[config.mk]
export PLATFORM = sky130hd
export DESIGN_NAME = byte_stream_packer
export DESIGN_NICKNAME = d
export VERILOG_FILES = /design/src/rtl/byte_stream_packer_pkg.sv /design/src/rtl/byte_stream_packer_oreg.sv /design/src/rtl/byte_stream_packer.sv
export SDC_FILE = /design/constraint.sdc
export NUM_CORES = 1
export LEC_CHECK = 0
export CORE_ASPECT_RATIO = 0.7
export CORE_MARGIN = 5
export CORE_UTILIZATION = 50
export DETAILED_ROUTE_END_ITERATION = 12
export GPL_TIMING_DRIVEN = 1
export PLACE_DENSITY = 0.74
export SYNTH_ARGS = -nofsm -noshare
export SYNTH_HDL_FRONTEND = slang
export SYNTH_HIERARCHICAL = 1
export SYNTH_SLANG_ARGS = --single-unit
[constraint.sdc]
create_clock -name clk -period 1.9 [get_ports clk]
set_input_delay 0.285 -clock clk [delete_from_list [all_inputs] [get_ports clk]]
set_output_delay 0.285 -clock clk [all_outputs]
set_load 0.05 [all_outputs]
[src/rtl/byte_stream_packer_pkg.sv]
// Shared types and the lane-mapping helper for byte_stream_packer.
package byte_stream_packer_pkg;

  typedef enum logic {FILL, LAST} state_e;

  typedef logic [2:0] idx_t;

  localparam int NB_W = 4;

  // Big-endian mirrors the lane so the first byte lands in the top byte.
  function automatic idx_t lane_of(idx_t idx, bit big_endian, int nbytes);
    return big_endian ? idx_t'(nbytes - 1 - int'(idx)) : idx;
  endfunction

endpackage

[src/rtl/byte_stream_packer_oreg.sv]
// One-entry output slot: load wins over drain; data held while valid & !ready.
// Optional BYTE_STREAM_PACKER_FLUSH_EN adds the byte-count side channel.
module byte_stream_packer_oreg #(
  parameter int W = 32
) (
  input  logic         clk,
  input  logic         rst,
  input  logic         load,
  input  logic [W-1:0] load_data,
`ifdef BYTE_STREAM_PACKER_FLUSH_EN
  input  logic [3:0]   load_nbytes,
  output logic [3:0]   out_nbytes,
`endif
  output logic         out_valid,
  input  logic         out_ready,
  output logic [W-1:0] out_data
);

  always_ff @(posedge clk) begin
    if (rst) begin
      out_valid  <= 1'b0;
      out_data   <= '0;
`ifdef BYTE_STREAM_PACKER_FLUSH_EN
      out_nbytes <= '0;
`endif
    end else if (load) begin
      out_valid  <= 1'b1;
      out_data   <= load_data;
`ifdef BYTE_STREAM_PACKER_FLUSH_EN
      out_nbytes <= load_nbytes;
`endif
    end else if (out_ready) begin
      out_valid  <= 1'b0;
    end
  end

endmodule

[src/rtl/byte_stream_packer.sv]
// Packs a valid/ready byte stream into NBYTES-wide words with elaboration-time byte order.
// Define BYTE_STREAM_PACKER_FLUSH_EN to add flush / out_nbytes (partial-word emit).
module byte_stream_packer
  import byte_stream_packer_pkg::*;
#(
  parameter int NBYTES     = 4,
  parameter bit BIG_ENDIAN = 1'b1,
  parameter int CNT_W      = 16
) (
  input  logic                clk,
  input  logic                rst,
  input  logic                in_valid,
  output logic                in_ready,
  input  logic [7:0]          in_data,
  output logic                out_valid,
  input  logic                out_ready,
  output logic [8*NBYTES-1:0] out_data,
`ifdef BYTE_STREAM_PACKER_FLUSH_EN
  input  logic                flush,
  output logic [NB_W-1:0]     out_nbytes,
`endif
  output logic [CNT_W-1:0]    word_cnt
);

  localparam int   W        = 8 * NBYTES;
  localparam idx_t LAST_IDX = idx_t'(NBYTES - 1);

  state_e          state_q, state_d;
  idx_t            idx_q, idx_d, lane;
  logic [W-1:0]    acc_q, acc_d, acc_wr;
  logic            slot_free, accept, load;
  logic [NB_W-1:0] load_nbytes;

  always_ff @(posedge clk) begin
    if (rst) begin
      state_q <= FILL;
      idx_q   <= '0;
      acc_q   <= '0;
    end else begin
      state_q <= state_d;
      idx_q   <= idx_d;
      acc_q   <= acc_d;
    end
  end

  always_comb begin
    slot_free   = !out_valid || out_ready;
`ifdef BYTE_STREAM_PACKER_FLUSH_EN
    // A pending flush needs the slot, so it stalls input until the slot frees.
    in_ready    = slot_free || (!flush && state_q == FILL);
`else
    in_ready    = slot_free || state_q == FILL;
`endif
    accept      = in_valid && in_ready;
    lane        = lane_of(idx_q, BIG_ENDIAN, NBYTES);
    acc_wr      = acc_q;
    for (int l = 0; l < NBYTES; l++)
      if (accept && lane == idx_t'(l)) acc_wr[8*l +: 8] = in_data;
    load        = accept && state_q == LAST;
    load_nbytes = NB_W'(NBYTES);
`ifdef BYTE_STREAM_PACKER_FLUSH_EN
    if (flush && slot_free && (idx_q != '0 || accept)) begin
      load        = 1'b1;
      load_nbytes = NB_W'(idx_q) + NB_W'(accept);
    end
`endif
    idx_d = idx_q;
    acc_d = acc_wr;
    if (load) begin
      idx_d = '0;
      acc_d = '0;
    end else if (accept) begin
      idx_d = idx_q + idx_t'(1);
    end
    state_d = (idx_d == LAST_IDX) ? LAST : FILL;
  end

  byte_stream_packer_oreg #(.W(W)) u_oreg (
    .clk         (clk),
    .rst         (rst),
    .load        (load),
    .load_data   (acc_wr),
`ifdef BYTE_STREAM_PACKER_FLUSH_EN
    .load_nbytes (load_nbytes),
    .out_nbytes  (out_nbytes),
`endif
    .out_valid   (out_valid),
    .out_ready   (out_ready),
    .out_data    (out_data)
  );

  always_ff @(posedge clk) begin
    if (rst)                         word_cnt <= '0;
    else if (out_valid && out_ready) word_cnt <= word_cnt + CNT_W'(1);
  end

`ifndef BYTE_STREAM_PACKER_FLUSH_EN
  logic unused_nb;
  assign unused_nb = ^load_nbytes;
`endif

endmodule

==> impl_results.html <==
<table>
<tr><th>Metric</th><th>Value</th></tr>
<tr><th colspan="2">Detailed routing</th></tr>
<tr><td>Detail-routed net length per standard cell</td><td>between 15 and 20 um</td></tr>
<tr><td>Via density</td><td>roughly 5.0</td></tr>
<tr><td>Number of iterations in the first detailed-routing pass</td><td>4</td></tr>
<tr><td>Post-detailed-route DRC marker count</td><td>0</td></tr>
<tr><td>Post-detailed-routing wire length</td><td>around 7.6 mm</td></tr>
<tr><td>Vias</td><td>2509</td></tr>
<tr><td>DRT iter0 DRCs</td><td>87</td></tr>
<tr><td>Number of nets with antenna violations after routing</td><td>0</td></tr>
<tr><th colspan="2">GRT</th></tr>
<tr><td>Number of antenna violations at the first check in global routing</td><td>0</td></tr>
<tr><td>Met2 track utilization from global routing</td><td>0.269</td></tr>
<tr><td>Vias in the first global route</td><td>around 2400</td></tr>
<tr><td>Met3 track demand over resource in global routing</td><td>0.0471</td></tr>
<tr><td>Overflow left after global routing</td><td>0</td></tr>
<tr><td>Overall Global Routing Usage</td><td>0.181</td></tr>
<tr><td>GRT busiest layer</td><td>met2</td></tr>
<tr><td>Maximum number of pins on one net before global-route repair</td><td>27</td></tr>
<tr><td>Met1 Use GR</td><td>0.254</td></tr>
<tr><td>Wire length of the first global-routing pass</td><td>approximately 12 mm</td></tr>
<tr><th colspan="2">Die</th></tr>
<tr><td>Placement row count</td><td>25</td></tr>
<tr><td>Initial core utilization</td><td>0.511</td></tr>
<tr><td>CORE AREA</td><td>a little under 7000 um2</td></tr>
<tr><td>Die width</td><td>109 um</td></tr>
<tr><td># IOs</td><td>62</td></tr>
<tr><td>Die Span Y</td><td>79.4 um</td></tr>
<tr><td>Die area</td><td>about 8700 um2</td></tr>
<tr><th colspan="2">Timing</th></tr>
<tr><td>RSZ-0062 raised after global routing</td><td>false</td></tr>
<tr><td>Transition time at the pin with the least slew margin</td><td>approximately 0.52 ns</td></tr>
<tr><td>Total count of max-transition violations in the final report</td><td>0</td></tr>
<tr><td>Part of the cycle the worst path needs</td><td>0.964</td></tr>
<tr><td>Setup slack after layout</td><td>~0.068 ns</td></tr>
<tr><td>Maximum achievable frequency</td><td>about 550 MHz</td></tr>
<tr><td>Post-route minimum period</td><td>roughly 1.8 ns</td></tr>
<tr><td>Setup tns final</td><td>0 ns</td></tr>
<tr><td>Total of endpoints with negative setup slack in the final report</td><td>0</td></tr>
<tr><td>Final worst hold slack</td><td>between 0.4 and 0.5 ns</td></tr>
<tr><td>Hold Violations, Final</td><td>0</td></tr>
<tr><td>Headroom to the max-slew limit</td><td>0.653</td></tr>
<tr><td>Worst-case clock skew</td><td>roughly 0.01 ns</td></tr>
<tr><th colspan="2">Final layout</th></tr>
<tr><td>Antenna diode count</td><td>0</td></tr>
<tr><td>Layout fillers</td><td>554</td></tr>
<tr><td>Number of nets in the final layout</td><td>421</td></tr>
<tr><td>Core Util, Final</td><td>0.666</td></tr>
<tr><td>Fraction of layout cells with a size suffix above 1</td><td>0.213</td></tr>
<tr><td>P&amp;R area growth vs syn</td><td>30.3%</td></tr>
<tr><td>Register area</td><td>around 1700 um2</td></tr>
<tr><td>Area used by multi-input combinational logic</td><td>around 1600 um2</td></tr>
<tr><td>Final std cell area, no fill</td><td>4480 um2</td></tr>
<tr><th colspan="2">Placement</th></tr>
<tr><td>Port Buffer Count</td><td>just over 60</td></tr>
<tr><td>Routability congestion estimate from global placement</td><td>approximately 0.84</td></tr>
<tr><td>Placed instance area</td><td>4270 um2</td></tr>
<tr><td>Half-perimeter wire length of the detailed placement result</td><td>~5.4 mm</td></tr>
<tr><td>Worst Setup Slack post-DPL</td><td>-0.238 ns</td></tr>
<tr><th colspan="2">Power</th></tr>
<tr><td>Maximum VDD drop</td><td>~0.45 mV</td></tr>
<tr><td>Power Density</td><td>around 750 nW/um2</td></tr>
<tr><td>P_leak</td><td>approximately 1.8 nW</td></tr>
<tr><th colspan="2">Synth</th></tr>
<tr><td>Cell taking the most area after synthesis</td><td>dfxtp_1</td></tr>
<tr><td>Number of synthesized flops with an enable pin</td><td>0</td></tr>
<tr><td>Number of instances in the synthesized netlist</td><td>325</td></tr>
<tr><td>Async set-reset flop share out of synthesis</td><td>0</td></tr>
<tr><td>Syn_nets</td><td>343</td></tr>
<tr><td>Fraction of synthesized cell area taken by the top area cell type</td><td>0.495</td></tr>
<tr><td>Number of distinct standard cells referenced by the synthesized netlist</td><td>35</td></tr>
<tr><td>Most frequently used cell type in the post-synthesis netlist</td><td>dfxtp_1</td></tr>
<tr><td>Yosys synthesis warning count</td><td>6</td></tr>
<tr><td>Sequential-to-total area share from yosys stat</td><td>0.495</td></tr>
<tr><td>Mean cell area of the mapped netlist</td><td>~11 um2</td></tr>
<tr><td>Cell area after synthesis</td><td>~3400 um2</td></tr>
<tr><td>Commonest cells in the netlist</td><td>dfxtp_1 (85), nor2_1 (46), mux2_2 (32), mux2i_1 (32), nor2b_1 (32)</td></tr>
<tr><td>Flip-flop and latch count after synthesis</td><td>85</td></tr>
<tr><td>Top cells by area, synth</td><td>dfxtp_1 (50%), mux2_2 (10%), mux2i_1 (9.3%), nor2b_1 (5.8%), nor2_1 (5.0%)</td></tr>
<tr><td>Dominant synthesized flop cell</td><td>dfxtp_1</td></tr>
<tr><th colspan="2">Worst setup path</th></tr>
<tr><td>Worst setup slack for register-to-register paths</td><td>0.17 ns</td></tr>
<tr><td>Gate family responsible for the most delay along the worst path</td><td>buffers and inverters</td></tr>
<tr><td>Biggest fanout along the worst timing path</td><td>2</td></tr>
<tr><td>Setup Crit Path Kind</td><td>reg2out</td></tr>
<tr><td>Length in cells of the worst reg-to-reg path</td><td>7</td></tr>
<tr><td>CP peak stage delay</td><td>0.82 ns</td></tr>
<tr><td>Launching point of the worst reg2reg path</td><td>idx_q[0]</td></tr>
<tr><td>Critical path required time</td><td>1.62 ns</td></tr>
<tr><td>Number of buffers and inverters on the critical path</td><td>1</td></tr>
<tr><td>Crit path max-delay cell type</td><td>clkdlybuf4s50_1</td></tr>
<tr><td>Crit end category</td><td>primary output</td></tr>
<tr><td>Critical path startpoint category</td><td>flop</td></tr>
<tr><td>RR Endpoint</td><td>u_oreg/out_data[6]</td></tr>
<tr><td>Critical-path cell list</td><td>clkdlybuf4s50_1</td></tr>
<tr><td>Arrival @ worst endpoint</td><td>~1.6 ns</td></tr>
<tr><th colspan="2">Hold path</th></tr>
<tr><td>Cell count of the worst hold path</td><td>2</td></tr>
<tr><td>Hold Startpoint</td><td>word_cnt[15]</td></tr>
<tr><td>Worst hold endpoint</td><td>word_cnt[15]</td></tr>
<tr><td>Path category of the worst min-delay check</td><td>reg2reg</td></tr>
<tr><th colspan="2">Clocking</th></tr>
<tr><td># H-tree levels</td><td>3</td></tr>
<tr><td>Number of setup buffers added after CTS</td><td>0</td></tr>
<tr><td>Clock edge transition at the registers on the reported setup and hold paths</td><td>about 0.08 ns</td></tr>
<tr><td>Clk Latency, worst-skew pair</td><td>around 0.35 ns</td></tr>
<tr><td>Clock tree from TritonCTS</td><td>yes</td></tr>
<tr><td>Clock tree root driver cell</td><td>clkbuf_8</td></tr>
<tr><td>Buffer levels on the longest clock path</td><td>2</td></tr>
<tr><td>Inserted Clock Buffers</td><td>9</td></tr>
<tr><td>Clock sink count</td><td>85</td></tr>
<tr><th colspan="2">Run</th></tr>
<tr><td>Maxcap violations</td><td>0</td></tr>
<tr><th colspan="2">Status</th></tr>
<tr><td>Result of the run</td><td>completed</td></tr>
</table>
## routing by layer
metal,share of wire,vias to the layer above
met1,0.48,1193
met3,0.056,10
met2,0.45,50
met4,0.012,0
li1,-,1256
met5,0,-
## per-stage QoR
stage,total power [mW],instances
2_1_floorplan,2.05,325
5_1_grt,3.49,502
4_1_cts,3.39,502
3_5_place_dp,2.14,486
6_report,3.35,502
3_3_place_gp,2.14,486
## placed cells by master (no fill, tap or decap), drive strengths merged, types with 2 or more instances in the layout
| master | instances |
|---|---|
| clkinv | 2 |
| and4 | 4 |
| and3 | 3 |
| nor2 | 46 |
| dlygate4sd2 | 2 |
| o31ai | 2 |
| nand4 | 6 |
| xor2 | 5 |
| buf | 25 |
| clkdlybuf4s50 | 51 |
| nor4 | 2 |
| ha | 6 |
| or4 | 3 |
| or3 | 2 |
| mux2 | 32 |
| dlymetal6s2s | 6 |
| inv | 7 |
| nor2b | 32 |
| mux2i | 32 |
| dfxtp | 85 |
| nand3 | 7 |
| nor3 | 2 |
| xnor2 | 6 |
| o21ai | 2 |
| nand2 | 8 |
| clkbuf | 11 |
| a21oi | 10 |
| nor3b | 2 |
## how the worst max path moves through the flow
stage,from,to,cells after the start
detailed placement,out_ready,u_oreg/out_data[20],7
floorplan,word_cnt[3],word_cnt[15],4
global placement,out_ready,u_oreg/out_data[22],7
global route,u_oreg/out_data[16],out_data[16],1
finish,u_oreg/out_data[16],out_data[16],1
CTS,word_cnt[3],word_cnt[3],1
## logic make-up after synthesis
family                     share of synthesized area
and+or+nand+nor                                0.189
DFF                                            0.495
muxes                                          0.198
buffers and inverters                         0.0426
AOI/OAI and AO/OA                             0.0258
xor gates and xnor gates                      0.0280
adders and majority gates                     0.0218
## flip-flops by register name (all words and copies together), names as in the netlist
signal	cells
acc_q	32
idx_q	3
state_q	1
u_oreg/out_data	32
u_oreg/out_valid	1
word_cnt	16
## timing repair
action | in CTS | in global routing
hold buffers | 0 | 0
endpoints found under the hold margin | 0 | 0
resized for setup | 2 | 6
setup endpoints to repair | 2 | 6
pin swaps | 0 | 0
## cell type report
type | instances | area share
flip-flops and latches | 85 | 0.383
multi-input cells | 217 | 0.355
repair buffers | 84 | 0.188
clock buffers | 11 | 0.0293
well taps | 94 | 0.0263
clock inverters | 5 | 0.0134
inverters | 6 | 0.00503
## where the power goes
part / switching [mW] / total, mW / internal (mW) / leakage [nW]
clock: 0.637 / 1.25 / 0.613 / 0.0939
combinational: 0.140 / 0.274 / 0.134 / 1.03
sequential: 0.0161 / 1.83 / 1.81 / 0.692
No activity file was read; power rests on OpenSTA's default activity.
